==> src/rtl/fpu_addsub_pipe.sv <==
// Three-stage floating-point adder/subtractor: align, add/sub, normalise/round/pack.
// Stream interface with a global stall: all stages hold together when the output is blocked.
module fpu_addsub_pipe #(
    parameter int EXP_W = 8,
    parameter int MAN_W = 23
) (
    input  logic                     clk,
    input  logic                     rst,
    input  logic                     in_valid,
    output logic                     in_ready,
    input  logic [EXP_W+MAN_W:0]     a,
    input  logic [EXP_W+MAN_W:0]     b,
    input  logic                     op_sub,
    output logic                     out_valid,
    input  logic                     out_ready,
    output logic [EXP_W+MAN_W:0]     result,
    output logic                     overflow_underflow_flag
);
    localparam int W   = 1 + EXP_W + MAN_W;
    localparam int SW  = MAN_W + 4;
    localparam int LZW = $clog2(SW);
    localparam logic [EXP_W-1:0] EXP_MAX = '1;
    localparam logic [W-1:0] QNAN = {1'b0, {EXP_W{1'b1}}, 1'b1, {(MAN_W-1){1'b0}}};

    logic en;
    logic out_valid_q;
    logic [W-1:0] result_q;
    logic flag_q;

    assign en        = !out_valid_q | out_ready;
    assign in_ready  = en;
    assign out_valid = out_valid_q;
    assign result    = result_q;
    assign overflow_underflow_flag = flag_q;

    // ---------------- S1: decode, swap, align ----------------
    logic             sa, sb, a_nan, b_nan, a_inf, b_inf, swap;
    logic [EXP_W-1:0] ea, eb, x_exp, y_exp, diff;
    logic [MAN_W-1:0] ma, mb;
    logic [MAN_W:0]   siga, sigb, sig_x, sig_y;
    logic [SW-1:0]    ext_y, lost, aligned;
    logic             s1_special_d, s1_sign_d;
    logic [W-1:0]     s1_spec_d;

    always_comb begin
        sa    = a[W-1];
        sb    = b[W-1] ^ op_sub;
        ea    = a[W-2:MAN_W];
        eb    = b[W-2:MAN_W];
        ma    = a[MAN_W-1:0];
        mb    = b[MAN_W-1:0];
        a_nan = (ea == EXP_MAX) && (ma != '0);
        b_nan = (eb == EXP_MAX) && (mb != '0);
        a_inf = (ea == EXP_MAX) && (ma == '0);
        b_inf = (eb == EXP_MAX) && (mb == '0);
        // Zero exponent covers denormals too: they enter as exact zeros.
        siga  = (ea == '0) ? '0 : {1'b1, ma};
        sigb  = (eb == '0) ? '0 : {1'b1, mb};
        swap  = {eb, sigb} > {ea, siga};
        s1_sign_d = swap ? sb : sa;
        x_exp = swap ? eb : ea;
        y_exp = swap ? ea : eb;
        sig_x = swap ? sigb : siga;
        sig_y = swap ? siga : sigb;
        diff  = x_exp - y_exp;
        ext_y = {sig_y, 3'b000};
        lost  = '0;
        if (32'(diff) >= SW - 1) begin
            aligned = {{(SW-1){1'b0}}, |sig_y};
        end else begin
            lost       = ext_y & ~({SW{1'b1}} << diff);
            aligned    = ext_y >> diff;
            aligned[0] = aligned[0] | (|lost);
        end
        s1_special_d = a_nan | b_nan | a_inf | b_inf;
        if (a_nan || b_nan || (a_inf && b_inf && (sa != sb)))
            s1_spec_d = QNAN;
        else if (a_inf)
            s1_spec_d = {sa, EXP_MAX, {MAN_W{1'b0}}};
        else
            s1_spec_d = {sb, EXP_MAX, {MAN_W{1'b0}}};
    end

    logic             s1_valid_q, s1_special_q, s1_sign_q, s1_zsign_q, s1_sub_q;
    logic [W-1:0]     s1_spec_q;
    logic [EXP_W-1:0] s1_exp_q;
    logic [SW-1:0]    s1_sigx_q, s1_sigy_q;

    always_ff @(posedge clk or posedge rst) begin
        if (rst) begin
            s1_valid_q   <= 1'b0;
            s1_special_q <= 1'b0;
            s1_sign_q    <= 1'b0;
            s1_zsign_q   <= 1'b0;
            s1_sub_q     <= 1'b0;
            s1_spec_q    <= '0;
            s1_exp_q     <= '0;
            s1_sigx_q    <= '0;
            s1_sigy_q    <= '0;
        end else if (en) begin
            s1_valid_q <= in_valid;
            if (in_valid) begin
                s1_special_q <= s1_special_d;
                s1_sign_q    <= s1_sign_d;
                s1_zsign_q   <= sa & sb;
                s1_sub_q     <= sa ^ sb;
                s1_spec_q    <= s1_spec_d;
                s1_exp_q     <= x_exp;
                s1_sigx_q    <= {sig_x, 3'b000};
                s1_sigy_q    <= aligned;
            end
        end
    end

    // ---------------- S2: significand add/sub ----------------
    logic [SW:0] s2_sum_d;
    assign s2_sum_d = s1_sub_q ? ({1'b0, s1_sigx_q} - {1'b0, s1_sigy_q})
                               : ({1'b0, s1_sigx_q} + {1'b0, s1_sigy_q});

    logic             s2_valid_q, s2_special_q, s2_sign_q, s2_zsign_q;
    logic [W-1:0]     s2_spec_q;
    logic [EXP_W-1:0] s2_exp_q;
    logic [SW:0]      s2_sum_q;

    always_ff @(posedge clk or posedge rst) begin
        if (rst) begin
            s2_valid_q   <= 1'b0;
            s2_special_q <= 1'b0;
            s2_sign_q    <= 1'b0;
            s2_zsign_q   <= 1'b0;
            s2_spec_q    <= '0;
            s2_exp_q     <= '0;
            s2_sum_q     <= '0;
        end else if (en) begin
            s2_valid_q <= s1_valid_q;
            if (s1_valid_q) begin
                s2_special_q <= s1_special_q;
                s2_sign_q    <= s1_sign_q;
                s2_zsign_q   <= s1_zsign_q;
                s2_spec_q    <= s1_spec_q;
                s2_exp_q     <= s1_exp_q;
                s2_sum_q     <= s2_sum_d;
            end
        end
    end

    // ---------------- S3: normalise, round, pack ----------------
    logic [LZW-1:0]   lzc;
    logic [SW-1:0]    norm;
    logic [MAN_W+1:0] rnd;
    logic [MAN_W-1:0] man_r;
    logic             round_up;
    int               exp_n;
    logic [W-1:0]     res_d;
    logic             flag_d;

    always_comb begin
        lzc = '0;
        for (int i = 0; i < SW; i++)
            if (s2_sum_q[i]) lzc = LZW'(SW - 1 - i);
        if (s2_sum_q[SW]) begin
            norm  = {s2_sum_q[SW:2], s2_sum_q[1] | s2_sum_q[0]};
            exp_n = int'(s2_exp_q) + 1;
        end else begin
            norm  = s2_sum_q[SW-1:0] << lzc;
            exp_n = int'(s2_exp_q) - int'(lzc);
        end
        // Guard set and (round|sticky|lsb) set: nearest, ties to even.
        round_up = norm[2] & (norm[1] | norm[0] | norm[3]);
        rnd      = {1'b0, norm[SW-1:3]} + {{(MAN_W+1){1'b0}}, round_up};
        if (rnd[MAN_W+1]) begin
            man_r = rnd[MAN_W:1];
            exp_n = exp_n + 1;
        end else begin
            man_r = rnd[MAN_W-1:0];
        end
        flag_d = 1'b0;
        if (s2_special_q) begin
            res_d = s2_spec_q;
        end else if (s2_sum_q == '0) begin
            res_d = {s2_zsign_q, {(W-1){1'b0}}};
        end else if (exp_n >= int'(EXP_MAX)) begin
            res_d  = {s2_sign_q, EXP_MAX, {MAN_W{1'b0}}};
            flag_d = 1'b1;
        end else if (exp_n <= 0) begin
            res_d  = {s2_sign_q, {(W-1){1'b0}}};
            flag_d = 1'b1;
        end else begin
            res_d = {s2_sign_q, EXP_W'(exp_n), man_r};
        end
    end

    always_ff @(posedge clk or posedge rst) begin
        if (rst) begin
            out_valid_q <= 1'b0;
            result_q    <= '0;
            flag_q      <= 1'b0;
        end else if (en) begin
            out_valid_q <= s2_valid_q;
            if (s2_valid_q) begin
                result_q <= res_d;
                flag_q   <= flag_d;
            end
        end
    end

endmodule

==> config.mk <==
export PLATFORM = sky130hd
export DESIGN_NAME = fpu_addsub_pipe
export DESIGN_NICKNAME = d
export VERILOG_FILES = /design/src/rtl/fpu_addsub_pipe.sv
export SDC_FILE = /design/constraint.sdc
export NUM_CORES = 1
export LEC_CHECK = 0
export BUFFER_PORTS_ARGS = -buffer_cell sky130_fd_sc_hd__buf_2
export CAP_MARGIN = 20
export CORE_UTILIZATION = 63
export DETAILED_ROUTE_END_ITERATION = 12
export HOLD_SLACK_MARGIN = 0.06
export MAX_ROUTING_LAYER = met4
export PLACE_DENSITY_LB_ADDON = 0.1
export SKIP_LAST_GASP = 1
export SLEW_MARGIN = 20
export SYNTH_ARGS = -nofsm -noshare
export SYNTH_HDL_FRONTEND = slang
export SYNTH_SLANG_ARGS = --single-unit
==> constraint.sdc <==
create_clock -name clk -period 8.8 [get_ports clk]
set_clock_uncertainty 0.05 [all_clocks]
set_input_delay 0.88 -clock clk [delete_from_list [all_inputs] [get_ports clk]]
set_output_delay 0.88 -clock clk [all_outputs]
set_load 0.02 [all_outputs]
==> impl_metrics.tcl, run 1 <==
set metrics [dict create \
    fin_cells 2428 \
    finalSetupViolCount 0 \
    synth_most_common_cell "nand2_1" \
    via_count 16900 \
    h-tree-depth 4 \
    dpl.cell_count 2396 \
    synth-seq-cells 144 \
    ant_nets 0 \
    ys_seq_area_share_pct 23.3 \
    netlist_area_mm2 0.0155 \
    cp_data_required_time_ps 9070 \
    power_frac_clock_pct 11.7 \
    num_rows 57 \
    synthCells 2080 \
    p_leak_nw 7.44 \
    p_int_mw 2.88 \
    firstDrtPassIters 6 \
    place.detailed.hpwl_mm 40.4 \
    r2r_setup_slack_ps 1170 \
    num-fill-cells 2024 \
    drt_wl_total_mm 54.3 \
    ctsRootBufferMaster "clkbuf_16" \
    cts_buffers 17 \
    synth_ff_type "dfrtp_1" \
    grt_remaining_overflow 0 \
    grt_pass1_vias 15800 \
    core-area_mm2 0.0242 \
    rsz0062_at_grt "no" \
    min_period_ps 7630 \
    endpoint_kind "register" \
    worst_r2r_endpoint "result[12]$_DFFE_PP0P_" \
    status "completed" \
    min_path_cells 2 \
    ios 104 \
    clock_path_buffers 2 \
    holdBufCountCts 0 \
    startpoint_type "register" \
    fp.dieW_um 159 \
    cts.sinks 144 \
    cts_resized 0 \
    grt_pass1_wl_mm 86.1 \
    synth_area_leaders "dfrtp_1 23%, ha_1 7.9%, nand2_1 7.0%" \
    post_drt_wl_per_cell_um 22.4 \
    syn_nets 2249 \
    relSlewSlack_pct 22.1 \
    cts_tree "built" \
    grt_max_degree 84 \
    ys_warn_count 0 \
    antenna_found_initial 1 \
    ys_async_sr_fraction_pct 100 \
    fp.dieH_um 159 \
    globalplace.congestion 1.04 \
    peakVddDrop_uv 192 \
    clk_latency_ps 430 \
    synth_top_area_share_pct 23.3 \
    cp_common_cell "nand2_1" \
    hold_end "result[31]$_DFFE_PP0P_" \
    rr_startpoint "s2_sum_q[15]$_DFFE_PP0P_" \
    maxSlewViolCount 0 \
    combPwrFrac_pct 69.0 \
    r2r_cells 26 \
    synth_commonest_cells "288 x nand2_1, 184 x nor2_1, 173 x o21ai_0, 144 x dfrtp_1, 135 x a21oi_1" \
    finalSetupTns_ps 0 \
    worstHoldStart "result[31]$_DFFE_PP0P_" \
    seq_power_share_pct 19.2 \
    yosys.area.top_type "dfrtp_1" \
    worstPathArrival_ps 7900 \
    max_stage_delay_ps 800 \
    finalCritPeriodShare_pct 86.7 \
    post_synth.cell_area_avg_um2 7.45 \
    worst-path-buf-inv 1 \
    area_growth_pct 7.99 \
    drc 0 \
    power.density_mw_per_mm2 386 \
    drt-initial-drc-count 2761 \
    final_nets 2261 \
    crit_slowest_cell "o31ai_1" \
    switching_share_pct 55.5 \
    path_class "register to register" \
    track_usage_pct 43.9 \
    ys_types 97 \
    worstMarginPinSlew_ps 1160 \
    drive_gt1_share_pct 12.1 \
    hold_path.class "register to register" \
    drv_cap 0 \
    synth_edf_count 0 \
    initial_core_util_pct 63.9 \
    p_switching_mw 3.59 \
    die_area_mm2 0.0252 \
    cts_setup_buffers 0 \
    critPathMaxFanout 23 \
    max_clock_freq_ghz 0.131 \
    path_delay_family "simple AND/OR/NAND/NOR gates" \
    io_buffers 103 \
    clk_pin_slew_ps 70 \
    finalHoldViolations 0 \
    vias_per_cell 6.95 \
]
[layer usage]
layer / wire length [um] / track usage, % / vias to the layer above / share of wire, %
met5: 0 / - / - / 0
met4: 3240 / 25.3 / 0 / 6.0
met3: 4630 / 7.16 / 245 / 8.5
met2: 25700 / 70.3 / 1054 / 47
met1: 20700 / 52.5 / 7891 / 38
li1: - / - / 7682 / -
[per-stage QoR]
step / setup WS, ps / hold slack, ps / total power [mW] / cell area (um2) / utilization [%]
final: 1170 / 426 / 6.47 / 16700 / 69.0
after global placement: 1680 / 397 / 5.44 / 16100 / 66.4
after detailed placement: 1510 / 410 / 5.49 / 16100 / 66.4
after global routing: 696 / 446 / 6.84 / 16700 / 69.0
after CTS: 1400 / 430 / 6.28 / 16700 / 68.9
after floorplan: 1850 / 380 / 4.26 / 15500 / -
[power groups by stage]
| stage | registers, mW | clock network, mW | logic [mW] |
|---|---|---|---|
| after floorplan | 1.07 | 0 | 3.18 |
| after global placement | 1.22 | 0 | 4.22 |
| after detailed placement | 1.23 | 0 | 4.26 |
| after CTS | 1.22 | 0.758 | 4.30 |
| after global routing | 1.26 | 0.782 | 4.79 |
| final | 1.24 | 0.759 | 4.46 |
[worst max-delay path by stage]
stage	startpoint	endpoint	slack, ps	cells past startpoint
2_1_floorplan	s2_sum_q[12]$_DFFE_PP0P_	result[0]$_DFFE_PP0P_	1850	34
3_3_place_gp	a[28]	s1_sigy_q[0]$_DFFE_PP0P_	1680	24
3_5_place_dp	s2_sum_q[15]$_DFFE_PP0P_	result[12]$_DFFE_PP0P_	1510	26
4_1_cts	s2_sum_q[15]$_DFFE_PP0P_	result[12]$_DFFE_PP0P_	1400	26
5_1_grt	s2_sum_q[25]$_DFFE_PP0P_	result[0]$_DFFE_PP0P_	700	25
6_report	s2_sum_q[15]$_DFFE_PP0P_	result[12]$_DFFE_PP0P_	1170	26
[logic make-up after synthesis]
logic type | synth area share, %
xor gates and xnor gates | 3.73
adders and majority gates | 8.24
AOI/OAI and AO/OA | 28.2
buffers and inverters | 6.78
muxes | 6.63
and+or+nand+nor | 23.1
DFF | 23.3
[cell usage in the layout, fill, tap and decap left out, types with 17 or more instances in the layout]
cell type,instances
and3_1,18
o21ai_0,172
nand3_1,47
nor4_1,29
o22ai_1,27
mux2_2,30
dfrtp_1,144
nand2_1,286
nand4_1,31
xor2_1,25
nor2_1,184
a21oi_1,134
o211ai_1,40
a41o_1,19
buf_4,29
ha_1,98
o31ai_1,21
a22oi_1,33
nor3_1,58
and2_1,31
clkbuf_16,17
mux2i_1,44
inv_1,113
a31oi_1,24
xnor2_1,38
buf_2,103
[tightest hold or removal path, cell delays in order (launching register included)]
cell and delay (ps):
dfrtp_1 340, nand2_1 50, o21ai_0 60
[registers in the layout, indices dropped and copies added, names as in the netlist, 3 cells and up]
| name | cells |
|---|---|
| s2_exp_q | 8 |
| result | 32 |
| s1_exp_q | 8 |
| s2_spec_q | 3 |
| s1_sigx_q | 24 |
| s1_spec_q | 3 |
| s1_sigy_q | 27 |
| s2_sum_q | 28 |
[layout make-up]
type | instances | area, um2 | share of cell area (%)
clock inverters | 12 | 160 | 0.957
inverters | 119 | 457 | 2.73
flip-flops and latches | 144 | 3600 | 21.5
repair buffers | 134 | 759 | 4.54
clock buffers | 18 | 439 | 2.62
multi-input cells | 1676 | 10900 | 65.2
diodes | 1 | 2.50 | 0.0150
well taps | 324 | 405 | 2.42
Note: power is estimated with default switching activity, not from simulation.
==> run 2, diff against run 1 <==
- RECOVER_POWER: not set -> 25
==> run 2 against run 1 <==
Against the previous run:
- the run now ends with max-capacitance violations, max-slew violations left
- via count rose by 0.45%
- first-iteration DRC count fell by 5.0%
- sequential share of layout area barely moved
- cell count did not move
- die area did not move
- clock power barely moved
- core utilization fell by 0.11 points
- register-to-register slack got worse by 50 ps
- highest routed layer unchanged
- worst setup slack got worse by 50 ps
- critical path depth did not move
- wire length rose by 0.18%
- largest power group unchanged
- count of clock-buffer cells in the layout did not move
==> impl_metrics.tcl, run 2 (same netlist as run 1, synthesis figures left out) <==
set metrics [dict create \
    status "complete, but fails checks" \
    violations "max-capacitance violations, max-slew violations" \
    critPathMaxFanout 23 \
    antenna_found_initial 1 \
    final_nets 2261 \
    track_usage_pct 43.9 \
    num_rows 57 \
    largest_reg_flops 32 \
    finalSetupTns_ps 0 \
    final_common_cell "nand2_1" \
    worstPathArrival_ps 7950 \
    io_buffers 103 \
    maxSlewViolCount 147 \
    cts_tree "built" \
    cts.sinks 144 \
    drt-initial-drc-count 2622 \
    regArea_mm2 0.00360 \
    post-route-util_pct 68.9 \
    globalplace.congestion 1.04 \
    core-area_mm2 0.0242 \
    grt_pass1_vias 15800 \
    via_count 16900 \
    clk_latency_ps 430 \
    fp.dieW_um 159 \
    place.detailed.hpwl_mm 40.4 \
    die_area_mm2 0.0252 \
    cts_resized 0 \
    num-fill-cells 2034 \
    drive_gt1_share_pct 11.6 \
    h-tree-depth 4 \
    drt_wl_total_mm 54.4 \
    multi_input_area_mm2 0.0109 \
    finalHoldViolations 0 \
    vias_per_cell 6.98 \
    startpoint_type "register" \
    finalCritPeriodShare_pct 87.2 \
    max_clock_freq_ghz 0.130 \
    ant_nets 0 \
    fin_area_mm2 0.0167 \
    dpl-instance-area_mm2 0.0161 \
    fp.dieH_um 159 \
    ctsRootBufferMaster "clkbuf_16" \
    cp_data_required_time_ps 9070 \
    rsz0062_at_grt "no" \
    ios 104 \
    cts_setup_buffers 0 \
    drc 0 \
    grt_max_degree 84 \
    grt_pass1_wl_mm 86.1 \
    min_period_ps 7680 \
    post_drt_wl_per_cell_um 22.4 \
    clock_path_buffers 2 \
    initial_core_util_pct 63.9 \
    p_leak_nw 7.39 \
    relSlewSlack_pct -189 \
    area_growth_pct 7.83 \
    drv_cap 3 \
    hold_path.class "register to register" \
    grt_remaining_overflow 0 \
    clk_pin_slew_ps 70 \
    path_class "register to register" \
    peakVddDrop_uv 189 \
    firstDrtPassIters 6 \
    holdBufCountCts 0 \
    worstMarginPinSlew_ps 4330 \
    endpoint_kind "register" \
    layout_common_cells "286 x nand2_1, 184 x nor2_1, 172 x o21ai_0, 144 x dfrtp_1, 134 x a21oi_1" \
    cts_buffers 17 \
    power.density_mw_per_mm2 387 \
    finalSetupViolCount 0 \
]
run 2: cell count changes in the layout (fill, tap and decap cells not counted), sizes merged:
cell      delta
clkbuf      +11
buf         -11
clkinvlp     +1
inv          -1
run 2: path summary, 6_finish.rpt:
check / slack (ps) / depth (start not counted) / end / startpoint
min: 430 / 2 / result[31]$_DFFE_PP0P_ / result[31]$_DFFE_PP0P_
max in group asynchronous: 2540 / 3 / s2_sum_q[10]$_DFFE_PP0P_ / rst
min reg2reg: 430 / 2 / result[31]$_DFFE_PP0P_ / result[31]$_DFFE_PP0P_
max: 1120 / 26 / result[12]$_DFFE_PP0P_ / s2_sum_q[15]$_DFFE_PP0P_
min in group asynchronous: 1170 / 2 / result[28]$_DFFE_PP0P_ / rst
max reg2reg: 1120 / 26 / result[12]$_DFFE_PP0P_ / s2_sum_q[15]$_DFFE_PP0P_
run 2: area by class of cell:
type	instances	area share, %
clock inverters	12	0.959
inverters	119	2.71
well taps	324	2.43
flip-flops and latches	144	21.6
clock buffers	18	2.63
diodes	1	0.0150
repair buffers	134	4.41
multi-input cells	1676	65.3
run 2: through the flow:
stage | power [mW] | hold WS, ps | worst slack [ps] | instances
finish | 6.46 | 427 | 1120 | 2428
global placement | 5.44 | 397 | 1680 | 2396
detailed placement | 5.49 | 410 | 1510 | 2396
CTS | 6.28 | 430 | 1400 | 2426
floorplan | 4.26 | 380 | 1850 | 2080
global route | 6.83 | 446 | 696 | 2428
run 2: critical path: stages, from the launching register on:
cell and delay [ps]:
dfrtp_1 600, or4_4 670, o22a_1 310, nand3_2 240, nand2_4 160, clkinv_4 150
ha_1 240, nor2b_1 130, o21ai_0 210, a21oi_1 130, o31ai_1 840, nand3_1 380
nor2_1 420, nand2_1 110, ha_1 190, nor4_1 250, nand4_1 120, nor3_1 220
nand2_1 80, a21oi_1 160, nand3_1 160, nor4_1 210, nand4_1 140, o211ai_1 220
nand2_1 260, and2_1 510, a32o_1 390
run 2: metal layers:
metal	track usage, %	wire, um
met1	52.5	20600
met2	70.3	25800
met3	7.16	4800
met4	25.3	3200
met5	-	0
run 2: power by group:
group          internal (mW)  leakage, nW  switching (mW)
Sequential             0.871         1.83           0.371
Combinational           1.55         5.27            2.91
Clock                  0.454        0.298           0.305
Total                   2.87         7.39            3.59
